$ cat config.mk
export PLATFORM = sky130hd
export DESIGN_NAME = traffic_light_ctrl
export DESIGN_NICKNAME = d
export VERILOG_FILES = /design/src/rtl/traffic_light_ctrl.sv
export SDC_FILE = /design/constraint.sdc
export NUM_CORES = 1
export LEC_CHECK = 0
export BUFFER_PORTS_ARGS = -buffer_cell sky130_fd_sc_hd__buf_4
export CAP_MARGIN = 20
export CELL_PAD_IN_SITES_DETAIL_PLACEMENT = 1
export CELL_PAD_IN_SITES_GLOBAL_PLACEMENT = 2
export CORE_ASPECT_RATIO = 0.5
export CORE_UTILIZATION = 42
export DETAILED_ROUTE_END_ITERATION = 16
export HOLD_SLACK_MARGIN = 0.12
export PLACE_DENSITY = 0.82
export SETUP_SLACK_MARGIN = 0.05
export SLEW_MARGIN = 15
export SYNTH_ARGS = -nofsm -noshare
export SYNTH_HDL_FRONTEND = slang
export SYNTH_SLANG_ARGS = --single-unit
$ cat constraint.sdc
create_clock -name CLK -period 3.3 [get_ports CLK]
set_clock_uncertainty 0.15 [all_clocks]
set_input_delay 0.495 -clock CLK [delete_from_list [all_inputs] [get_ports CLK]]
set_output_delay 0.495 -clock CLK [all_outputs]
set_load 0.02 [all_outputs]
$ cat src/rtl/traffic_light_ctrl.sv
// Two-road intersection controller: sequences green/yellow/red phases,
// counts each phase down in whole seconds and supports an all-red
// emergency hold that freezes the countdown.
module traffic_light_ctrl #(
  parameter int unsigned TICK_DIV      = 50000000,
  parameter int unsigned MAIN_GREEN_T  = 30,
  parameter int unsigned MAIN_YELLOW_T = 3,
  parameter int unsigned SIDE_GREEN_T  = 20,
  parameter int unsigned SIDE_YELLOW_T = 3
) (
  input  logic       CLK,
  input  logic       RSTn,
  input  logic       Emergency,
  output logic [2:0] Main_Light,
  output logic [2:0] Side_Light,
  output logic [7:0] Number_Data,
  output logic       Sec_Tick
);

  localparam int unsigned PW  = (TICK_DIV > 1) ? $clog2(TICK_DIV) : 1;
  localparam int unsigned CW  = 8;
  localparam int unsigned SW  = 2;

  localparam logic [PW-1:0] PRESC_LAST = PW'(TICK_DIV - 1);

  localparam logic [CW-1:0] MG_T = CW'(MAIN_GREEN_T);
  localparam logic [CW-1:0] MY_T = CW'(MAIN_YELLOW_T);
  localparam logic [CW-1:0] SG_T = CW'(SIDE_GREEN_T);
  localparam logic [CW-1:0] SY_T = CW'(SIDE_YELLOW_T);

  localparam logic [SW-1:0] S_MAIN_GREEN  = 2'd0;
  localparam logic [SW-1:0] S_MAIN_YELLOW = 2'd1;
  localparam logic [SW-1:0] S_SIDE_GREEN  = 2'd2;
  localparam logic [SW-1:0] S_SIDE_YELLOW = 2'd3;

  // Light encodings, {R,Y,G}
  localparam logic [2:0] L_RED = 3'b100;
  localparam logic [2:0] L_YEL = 3'b010;
  localparam logic [2:0] L_GRN = 3'b001;

  logic [SW-1:0] r_state;
  logic [CW-1:0] r_rem;
  logic [PW-1:0] r_presc;
  logic          r_emerg;
  logic          r_tick;
  logic [2:0]    r_main;
  logic [2:0]    r_side;
  logic [CW-1:0] r_num;

  logic [SW-1:0] w_state_nxt;
  logic [CW-1:0] w_rem_nxt;
  logic [PW-1:0] w_presc_nxt;
  logic          w_tick_nxt;
  logic [2:0]    w_main_nxt;
  logic [2:0]    w_side_nxt;
  logic [CW-1:0] w_num_nxt;
  logic          w_presc_last;

  assign w_presc_last = (r_presc == PRESC_LAST);

  assign Main_Light  = r_main;
  assign Side_Light  = r_side;
  assign Number_Data = r_num;
  assign Sec_Tick    = r_tick;

  // Next-state, countdown, prescaler and output decode
  always_comb begin
    w_state_nxt = r_state;
    w_rem_nxt   = r_rem;
    w_presc_nxt = r_presc;
    w_tick_nxt  = 1'b0;
    w_main_nxt  = L_RED;
    w_side_nxt  = L_RED;
    w_num_nxt   = '0;

    // The prescaler stays at 0 while emergency is active and on the first
    // edge after release, so the resumed second is shown for a full TICK_DIV.
    if (Emergency || r_emerg) begin
      w_presc_nxt = '0;
    end else if (w_presc_last) begin
      w_presc_nxt = '0;
      w_tick_nxt  = 1'b1;
      if (r_rem > CW'(1)) begin
        w_rem_nxt = r_rem - CW'(1);
      end else begin
        case (r_state)
          S_MAIN_GREEN:  begin w_state_nxt = S_MAIN_YELLOW; w_rem_nxt = MY_T; end
          S_MAIN_YELLOW: begin w_state_nxt = S_SIDE_GREEN;  w_rem_nxt = SG_T; end
          S_SIDE_GREEN:  begin w_state_nxt = S_SIDE_YELLOW; w_rem_nxt = SY_T; end
          default:       begin w_state_nxt = S_MAIN_GREEN;  w_rem_nxt = MG_T; end
        endcase
      end
    end else begin
      w_presc_nxt = r_presc + PW'(1);
    end

    // Lights and display follow the next state so they change on the same edge
    if (!Emergency) begin
      w_num_nxt = w_rem_nxt;
      case (w_state_nxt)
        S_MAIN_GREEN:  begin w_main_nxt = L_GRN; w_side_nxt = L_RED; end
        S_MAIN_YELLOW: begin w_main_nxt = L_YEL; w_side_nxt = L_RED; end
        S_SIDE_GREEN:  begin w_main_nxt = L_RED; w_side_nxt = L_GRN; end
        default:       begin w_main_nxt = L_RED; w_side_nxt = L_YEL; end
      endcase
    end
  end

  // State and output registers
  always_ff @(posedge CLK or negedge RSTn) begin
    if (!RSTn) begin
      r_state <= S_MAIN_GREEN;
      r_rem   <= MG_T;
      r_presc <= '0;
      r_emerg <= 1'b0;
      r_tick  <= 1'b0;
      r_main  <= L_GRN;
      r_side  <= L_RED;
      r_num   <= MG_T;
    end else begin
      r_state <= w_state_nxt;
      r_rem   <= w_rem_nxt;
      r_presc <= w_presc_nxt;
      r_emerg <= Emergency;
      r_tick  <= w_tick_nxt;
      r_main  <= w_main_nxt;
      r_side  <= w_side_nxt;
      r_num   <= w_num_nxt;
    end
  end

endmodule

## Word-level counts from Yosys, hierarchy flattened

Cells that the tools add are included.

- Register bits after elaboration: 52
- Bits in latches: 0
- Memory bits (writable): 0
- Memory bits (read-only): 0
- Output and inout port bits: 15
- Memories kept: 0

- Add/subtract/negate cells: 2
- Multipliers: 0
- Divide/modulo/power cells: 0
- Magnitude comparators: 1
- Equality and inequality tests: 5
- Shifts and indexed selects: 0
- Multiplexer cells: 17
- Bitwise logic cells: 0
- Reduce and logical (&&, ||, !) cells: 5

Operators with widths:

| cell | number |
|---|---|
| 26-bit 2-to-1 mux | 2 |
| 8-bit 2-to-1 mux | 4 |
| 26-bit by 1-bit adder with 26-bit output (second input constant) | 1 |
| 26-bit == test (second input constant) | 1 |
| 3-bit case mux with 2 select lines | 2 |
| 5-bit case mux with 2 select lines | 1 |
| 8-bit by 1-bit > comparator with 1-bit output (second input constant) | 1 |
| 8-bit by 1-bit subtractor with 8-bit output (second input constant) | 1 |
| 2-bit 2-to-1 mux | 3 |
| 3-bit 2-to-1 mux | 2 |
| 2-bit case mux with 3 select lines | 1 |
| 2-bit by 1-bit == test with 1-bit output (second input constant) | 2 |
| 2-bit == test (second input constant) | 2 |
| 2-bit logical NOT | 2 |
| 2-bit OR reduction | 2 |
| 1-bit 2-to-1 mux | 2 |
| 1-bit logical OR | 1 |

## Depth between registers and ports, before layout

Gate-level depths: netlist of the first run.

- Word-level depth: 9
- Depth in mapped cells: 8

## Least setup slack after synthesis of the first run

Ideal clock, no wire load.

- Path type: reg2reg
- Start: register r_rem[1]
- End: register r_main[1], in the netlist Main_Light[1]
- Arrival time: 1803 ps
- Required time: 3040 ps
- Slack: 1236 ps
- Stages on the path, launching flop included: 9
- Period minus slack after synthesis: 2064 ps
- Cell sequence: dfstp_2 inv_1 ha_1 clkbuf_1 o211a_1 nand3_1 clkbuf_1 nand3_1 o41ai_1

- Longest elaborated chain between the ends: 7

RTL lines:

| element | RTL line | source |
|---|---|---|
| start: declaration | 42 | `logic [CW-1:0] r_rem;` |
| start signal: assignment | 122 | `r_rem <= w_rem_nxt;` |
| 8-bit by 1-bit > comparator with 1-bit output (*) | 83 | `if (r_rem > CW'(1)) begin` |
| 2-bit 2-to-1 mux (*) | 83 |  |
| 2-bit 2-to-1 mux (*) | 80 | `end else if (w_presc_last) begin` |
| 2-bit 2-to-1 mux (*) | 78 | `if (Emergency \|\| r_emerg) begin` |
| 2-bit by 1-bit == test with 1-bit output or 2-bit logical NOT (tied branches) | 100 | `case (w_state_nxt)` |
| 3-bit case mux with 2 select lines (*) | 100 |  |
| 3-bit 2-to-1 mux (*) | 98 | `if (!Emergency) begin` |
| named net w_main_nxt[1] | 54 | `logic [2:0] w_main_nxt;` |
| end signal: assignment | 126 | `r_main <= w_main_nxt;` |
| end: declaration | 46 | `logic [2:0] r_main;` |

Mark *: on every way through the listed nets, which the timed path passes. The rest lies on a longest branch.

## Worst setup path in the final report of the first run

- Start: register r_rem[7]
- End: register r_side[0], in the netlist Side_Light[0]

- Longest elaborated chain between the ends: 8

RTL lines:

| element | RTL line | source |
|---|---|---|
| 8-bit by 1-bit > comparator with 1-bit output (*) | 83 |  |
| 2-bit 2-to-1 mux (*) | 83 |  |
| 2-bit 2-to-1 mux (*) | 80 |  |
| 2-bit 2-to-1 mux (*) | 78 |  |
| 2-bit by 1-bit == test with 1-bit output or 2-bit logical NOT (tied branches) | 100 |  |
| 2-bit OR reduction (no source line) | -- |  |
| 3-bit case mux with 2 select lines (*) | 100 |  |
| 3-bit 2-to-1 mux (*) | 98 |  |
| named net w_side_nxt[0] | 55 | `logic [2:0] w_side_nxt;` |
| end signal: assignment | 127 | `r_side <= w_side_nxt;` |
| end: declaration | 47 | `logic [2:0] r_side;` |

Marked as above.

==> impl_metrics.py, run 1 <==
metrics = {
    "timing": {
        "rsz0062_at_grt": "no",
        "hold_viol_final": 0,
        "slew_violations": 0,
        "fmax_ghz": 0.377,
        "whs_ps": 292,
        "worstMarginPinSlew_ps": 876,
        "timing.final.crit_share_pct": 80.4,
        "fin_tns_setup_ps": 0,
        "min_period_ps": 2650,
        "relSlewSlack_pct": 41.5,
        "setup_violations": 0,
    },
    "synthesis": {
        "ys_types": 44,
        "synth-main-ff-cell": "dfrtp_1",
        "synth_top_area_share_pct": 41.3,
        "ys_top_cells_by_area": "dfrtp_1 41%, dfstp_2 10%, nor2_1 6.2%, xor2_1 5.9%, nand3_1 4.1%",
        "ys_async_sr_fraction_pct": 100,
        "synth-xor-area-share_pct": 8.26,
        "muxShareOfSynthArea_pct": 1.28,
        "yosysSeqAreaShare_pct": 51.6,
        "yosysTopAreaCell": "dfrtp_1",
        "ys_ff_latch": 52,
        "synth_area_per_cell_um2": 10.2,
        "yosysWarningCount": 0,
        "syn_area_um2": 2540,
        "synth_top_family_by_area": "simple AND/OR/NAND/NOR gates",
        "synth_fp_nets": 260,
        "synth_fa_ha_area_share_pct": 3.44,
        "yosys.area_share.simple_pct": 25.6,
        "synthCells": 250,
        "synth-compound-area-share_pct": 7.77,
        "synth-edff-count": 0,
    },
    "cts": {
        "clock-sinks": 52,
        "cts_buffers": 5,
        "clock_latency_ps": 300,
        "cts-root-buf": "clkbuf_16",
        "htree_num_levels": 2,
        "cts_tree": "done",
        "clk_pin_slew_ps": 70,
        "cts_max_path_buffers": 2,
        "cts_resized": 0,
    },
    "placement": {
        "gp_congestion": 0.797,
        "portBuffers": 17,
        "placedInstanceArea_um2": 2740,
        "hpwlAfterDp_um": 3920,
    },
    "global_route": {
        "grt_pass1_vias": 2035,
        "grt-ovfl-total": 0,
        "grt_use_met3_pct": 5.10,
        "busiest_layer": "met2",
        "grt_pass1_wl_um": 10300,
        "grt_max_degree": 53,
        "grtUsageTotal_pct": 20.6,
        "antenna_found_initial": 0,
        "use_met2_pct": 32.5,
        "grt_use_met1_pct": 28.9,
    },
    "die": {
        "num_rows": 19,
        "initial_core_util_pct": 45.0,
        "dieArea_um2": 6390,
        "core_um2": 5660,
        "die_y_um": 57.0,
        "die_x_um": 112,
        "io_pins": 18,
    },
    "layout": {
        "syn_to_final_growth_pct": 13.8,
        "drive_gt1_share_pct": 15.9,
        "finalInstanceArea_um2": 2900,
        "utilization_pct": 51.2,
        "layout_common_cells": "42 x dfrtp_1, 42 x nor2_1, 21 x nand3_1",
        "diodes": 0,
        "finalNetCount": 279,
    },
    "power": {
        "p_sw_uw": 263,
        "clkPwrFrac_pct": 44.0,
        "swShare_pct": 21.6,
        "p_seq_share_pct": 53.0,
        "p_leak_uw": 0.00132,
        "power.internal_uw": 954,
        "combPwrFrac_pct": 3.0,
        "ir_drop_uv": 207,
        "power_density_nw_per_um2": 420,
    },
    "critical_path": {
        "endpoint_kind": "flop",
        "critPathKind": "flop to flop",
        "worstPathRequired_ps": 3290,
        "cp.arrival_ps": 2640,
        "startpoint_type": "flop",
        "critPathMaxFanout": 15,
    },
    "min_path": {
        "min_path_type": "input port to flop",
    },
    "routing": {
        "routed_wl_um": 5740,
        "wl_per_cell_um": 16.7,
        "dr.pass1.iters": 4,
        "drt_iter0_markers": 96,
        "via_per_inst": 5.56,
        "drc_errors": 0,
        "ant_nets": 0,
        "num_vias": 1907,
    },
    "status": {
        "status": "finished clean",
    },
    "flow_run": {
        "drv_cap": 0,
    },
}
[flip-flops by register name, indices dropped and copies added, names as in the netlist]
signal / flops
r_presc: 26
Number_Data: 8
r_rem: 8
Main_Light: 3
Side_Light: 3
r_state: 2
Sec_Tick: 1
r_emerg: 1
[repair_timing]
item,4_1_cts,5_1_grt
hold buffers,1,0
hold endpoints to repair,21,0
buffers inserted,0,0
[cell type report]
type / instances / area, um2
well taps: 73 / 91.3
fillers: 647 / 2760
multi-input cells: 185 / 1180
flip-flops and latches: 52 / 1310
inverters: 7 / 26.3
clock buffers: 8 / 146
repair buffers: 18 / 138
[final timing paths]
kind / depth (start not counted) / endpoint / slack (ps) / start
setup reg to reg: 4 / Side_Light[0] / 650 / r_rem[7]
hold reg to reg: 1 / r_presc[6] / 310 / r_emerg
hold / removal: 1 / r_emerg / 290 / Emergency
max in group asynchronous: 2 / r_state[0] / 1930 / RSTn
min in group asynchronous: 2 / r_presc[18] / 630 / RSTn
setup / recovery: 4 / Side_Light[0] / 650 / r_rem[7]
[per-layer routing]
layer  up-vias  wire [um]
met3         8        154
li1        919          -
met2        15       2530
met1       965       2990
met5         -          0
met4         0         56
[metrics by stage]
step / total power [uW] / setup WS [ps] / instances
finish: 1220 / 648 / 343
global placement: 692 / 828 / 334
global route: 1260 / 501 / 343
detailed placement: 693 / 722 / 334
CTS: 1240 / 698 / 343
floorplan: 670 / 1240 / 250
[power groups by stage]
stage | Sequential [uW] | Combinational (uW) | Clock (uW)
after global placement | 657 | 35.5 | 0
after CTS | 645 | 37.3 | 553
after floorplan | 660 | 9.91 | 0
after detailed placement | 657 | 36.4 | 0
after global routing | 645 | 40.5 | 572
final | 645 | 36.0 | 536
[worst max-delay path, stage by stage (launching register included)]
cell and delay [ps]:
dfrtp_1 430, nor4_2 490, o211a_1 350, nand3_1 440, o41ai_1 620
[synth_stat cells, types with 6 or more instances]
library cell	number
nor3_1	7
dfstp_2	10
xor2_1	17
ha_1	7
nor2_1	42
nand3_1	21
nand4_1	7
xnor2_1	7
inv_1	6
dfrtp_1	42
nand2_1	15
and3_1	9
a21oi_1	10
[kinds of logic (layout without fill, tap and decap cells)]
| logic type | Yosys count | in the layout |
|---|---|---|
| AND/OR/NAND/NOR | 122 | 122 |
| flip-flops | 52 | 52 |
| AO/OA/AOI/OAI | 29 | 29 |
| XOR/XNOR | 24 | 24 |
| buffers and inverters | 13 | 33 |
| adder cells (fa/ha/maj) | 7 | 7 |
| multiplexers | 3 | 3 |
(Power assumes the default switching activity.)
==> run 2: changes to the inputs <==
--- a/config.mk
+++ b/config.mk
@@ -5,15 +5,16 @@
 export SDC_FILE = /design/constraint.sdc
 export NUM_CORES = 1
 export LEC_CHECK = 0
+export ABC_AREA = 1
 export BUFFER_PORTS_ARGS = -buffer_cell sky130_fd_sc_hd__buf_4
 export CAP_MARGIN = 20
 export CELL_PAD_IN_SITES_DETAIL_PLACEMENT = 1
 export CELL_PAD_IN_SITES_GLOBAL_PLACEMENT = 2
 export CORE_ASPECT_RATIO = 0.5
-export CORE_UTILIZATION = 42
+export CORE_UTILIZATION = 36
 export DETAILED_ROUTE_END_ITERATION = 16
 export HOLD_SLACK_MARGIN = 0.12
-export PLACE_DENSITY = 0.82
+export PLACE_DENSITY = 0.76
 export SETUP_SLACK_MARGIN = 0.05
 export SLEW_MARGIN = 15
 export SYNTH_ARGS = -nofsm -noshare
==> constraint.sdc (replaced) <==
create_clock -name CLK -period 2.7 [get_ports CLK]
set_clock_uncertainty 0.15 [all_clocks]
set_input_delay 0.405 -clock CLK [delete_from_list [all_inputs] [get_ports CLK]]
set_output_delay 0.405 -clock CLK [all_outputs]
set_load 0.02 [all_outputs]
==> run 2 against run 1 <==
Against the previous run: core utilization fell by 7.1 points; via count rose by 27%; synthesized cell count rose by 47%; highest routed layer unchanged.
==> impl_metrics.py, run 2 <==
metrics = {
    "flow_run": {
        "drv_cap": 0,
    },
    "synthesis": {
        "yosysSeqAreaShare_pct": 44.6,
        "synth_common_cells": "84 x nand2_1, 59 x nor2_1, 48 x inv_1",
        "ys_types": 33,
        "synthCells": 368,
        "synth_fp_nets": 378,
        "synth_most_common_cell": "nand2_1",
        "ys_ff_latch": 52,
        "synth_area_per_cell_um2": 8.00,
        "synth-main-ff-cell": "dfrtp_1",
        "yosysWarningCount": 0,
        "syn_area_um2": 2940,
        "ys_async_sr_fraction_pct": 100,
        "yosysTopAreaCell": "dfrtp_1",
        "ys_top_cells_by_area": "dfrtp_1 36%, nand2_1 11%, dfstp_2 8.9%, nor2_1 7.5%, inv_1 6.1%",
        "synth-edff-count": 0,
        "synth_top_area_share_pct": 35.7,
    },
    "global_route": {
        "grt_use_met3_pct": 4.45,
        "busiest_layer": "met2",
        "grt-ovfl-total": 0,
        "grt_max_degree": 53,
        "grt_pass1_wl_um": 12600,
        "use_met2_pct": 32.8,
        "antenna_found_initial": 0,
        "grt_use_met1_pct": 26.9,
        "grtUsageTotal_pct": 19.9,
        "grt_pass1_vias": 2565,
    },
    "critical_path": {
        "cp.depth": 10,
        "critPathKind": "flop to flop",
        "path_buf_inv": 0,
        "worstPathRequired_ps": 2730,
        "startpoint": "r_presc[1]",
        "cp.arrival_ps": 2070,
        "crit_family": "simple AND/OR/NAND/NOR gates",
        "startpoint_type": "flop",
        "reg2reg_to": "r_presc[22]",
        "crit_slowest_cell": "dfrtp_1",
        "reg2reg_slack_ps": 660,
        "critPathMaxFanout": 6,
        "path_cells": "ha_1 -> nand2_2 -> nor2_4 -> nand2_1 -> nor2_2 -> nand2_1 -> nor2_2 -> nand4_1 -> nor2_1 -> nor2_1",
        "endpoint": "r_presc[22]",
        "timing.rr.start": "r_presc[1]",
        "endpoint_kind": "flop",
        "rr_worst_depth": 10,
        "critPathMaxStageDelay_ps": 380,
    },
    "layout": {
        "drive_gt1_share_pct": 18.9,
        "largest-register": "r_presc",
        "finalInstanceArea_um2": 3360,
        "finalNetCount": 400,
        "syn_to_final_growth_pct": 14.2,
        "utilization_pct": 44.1,
        "final_common_cell": "nand2_1",
        "layout_common_cells": "84 x nand2_1, 59 x nor2_1, 48 x inv_1",
        "largest_reg_flops": 26,
        "diodes": 0,
    },
    "cts": {
        "clk_pin_slew_ps": 70,
        "cts_buffers": 5,
        "cts-root-buf": "clkbuf_16",
        "clock_latency_ps": 300,
        "cts_resized": 0,
        "cts_tree": "done",
        "cts_max_path_buffers": 2,
        "clock-sinks": 52,
        "htree_num_levels": 2,
    },
    "routing": {
        "num_vias": 2425,
        "drt_iter0_markers": 76,
        "ant_nets": 0,
        "routed_wl_um": 7510,
        "via_per_inst": 4.86,
        "wl_per_cell_um": 15.0,
        "drc_errors": 0,
        "dr.pass1.iters": 4,
    },
    "timing": {
        "relSlewSlack_pct": 54.2,
        "timing.final.crit_share_pct": 75.5,
        "hold_viol_final": 0,
        "fmax_ghz": 0.491,
        "fin_tns_setup_ps": 0,
        "slew_violations": 0,
        "rsz0062_at_grt": "no",
        "finalWorstSetupSlack_ps": 662,
        "worstMarginPinSlew_ps": 687,
        "min_period_ps": 2040,
        "setup_violations": 0,
    },
    "placement": {
        "hpwlAfterDp_um": 5690,
        "portBuffers": 17,
        "post-place-ws_ps": 672,
        "placedInstanceArea_um2": 3180,
        "gp_congestion": 0.762,
    },
    "die": {
        "initial_core_util_pct": 38.6,
        "die_x_um": 130,
        "core_um2": 7620,
        "num_rows": 22,
        "io_pins": 18,
        "die_y_um": 65.9,
        "dieArea_um2": 8560,
    },
    "power": {
        "total_power_uw": 1620,
        "ir_drop_uv": 225,
        "p_leak_uw": 0.00153,
        "power_density_nw_per_um2": 483,
    },
    "min_path": {
        "min_path_type": "input port to flop",
    },
    "status": {
        "status": "finished clean",
    },
}
[run 2: final cells by class]
| type | count | area, um2 |
|---|---|---|
| Tap cell | 108 | 135 |
| Clock inverter | 2 | 38.8 |
| Inverter | 52 | 200 |
| Clock buffer | 6 | 129 |
| Multi-Input combinational cell | 260 | 1400 |
| Fill cell | 950 | 4260 |
| Sequential cell | 52 | 1310 |
| Timing Repair Buffer | 19 | 145 |
[run 2: worst min path at each step]
stage	startpoint	to	slack, ps	cells after the start
after floorplan	RSTn	Main_Light[1]	-40	0
after global placement	r_presc[0]	r_presc[0]	310	1
after detailed placement	r_presc[0]	r_presc[0]	300	1
after CTS	Emergency	r_emerg	190	1
after global routing	Emergency	r_emerg	180	1
final	Emergency	r_emerg	190	1
[run 2: through the flow]
stage	std cells	hold WS (ps)
floorplan	368	-40.6
global placement	490	311
detailed placement	490	303
global route	499	177
CTS	499	185
finish	499	188
[run 2: what timing repair did]
action	CTS	global route
endpoints found under the hold margin	42	0
hold buffers	1	0
buffers inserted	0	0
[run 2: metal layers]
metal	up-vias	wire length, um	part of all wire (%)
li1	1200	-	-
met1	1188	3840	51
met2	33	3380	45
met3	4	259	3.4
met4	0	29	0.39
met5	-	0	0
[run 2: power by group]
part	switching, uW	leakage [uW]	internal, uW
sequential	6.07	0.000663	794
combinational	58.0	0.000784	24.2
clock	300	0.0000815	442
total	364	0.00153	1260
[run 2: cells by family (layout without fill, tap and decap cells)]
logic type | Yosys count | count (layout) | share of synthesized area [%]
and+or+nand+nor | 218 | 218 | 36.6
buffers and inverters | 56 | 79 | 7.82
DFF | 52 | 52 | 44.6
AOI/OAI and AO/OA | 25 | 25 | 4.97
xor gates and xnor gates | 10 | 10 | 2.98
adders and majority gates | 7 | 7 | 2.98
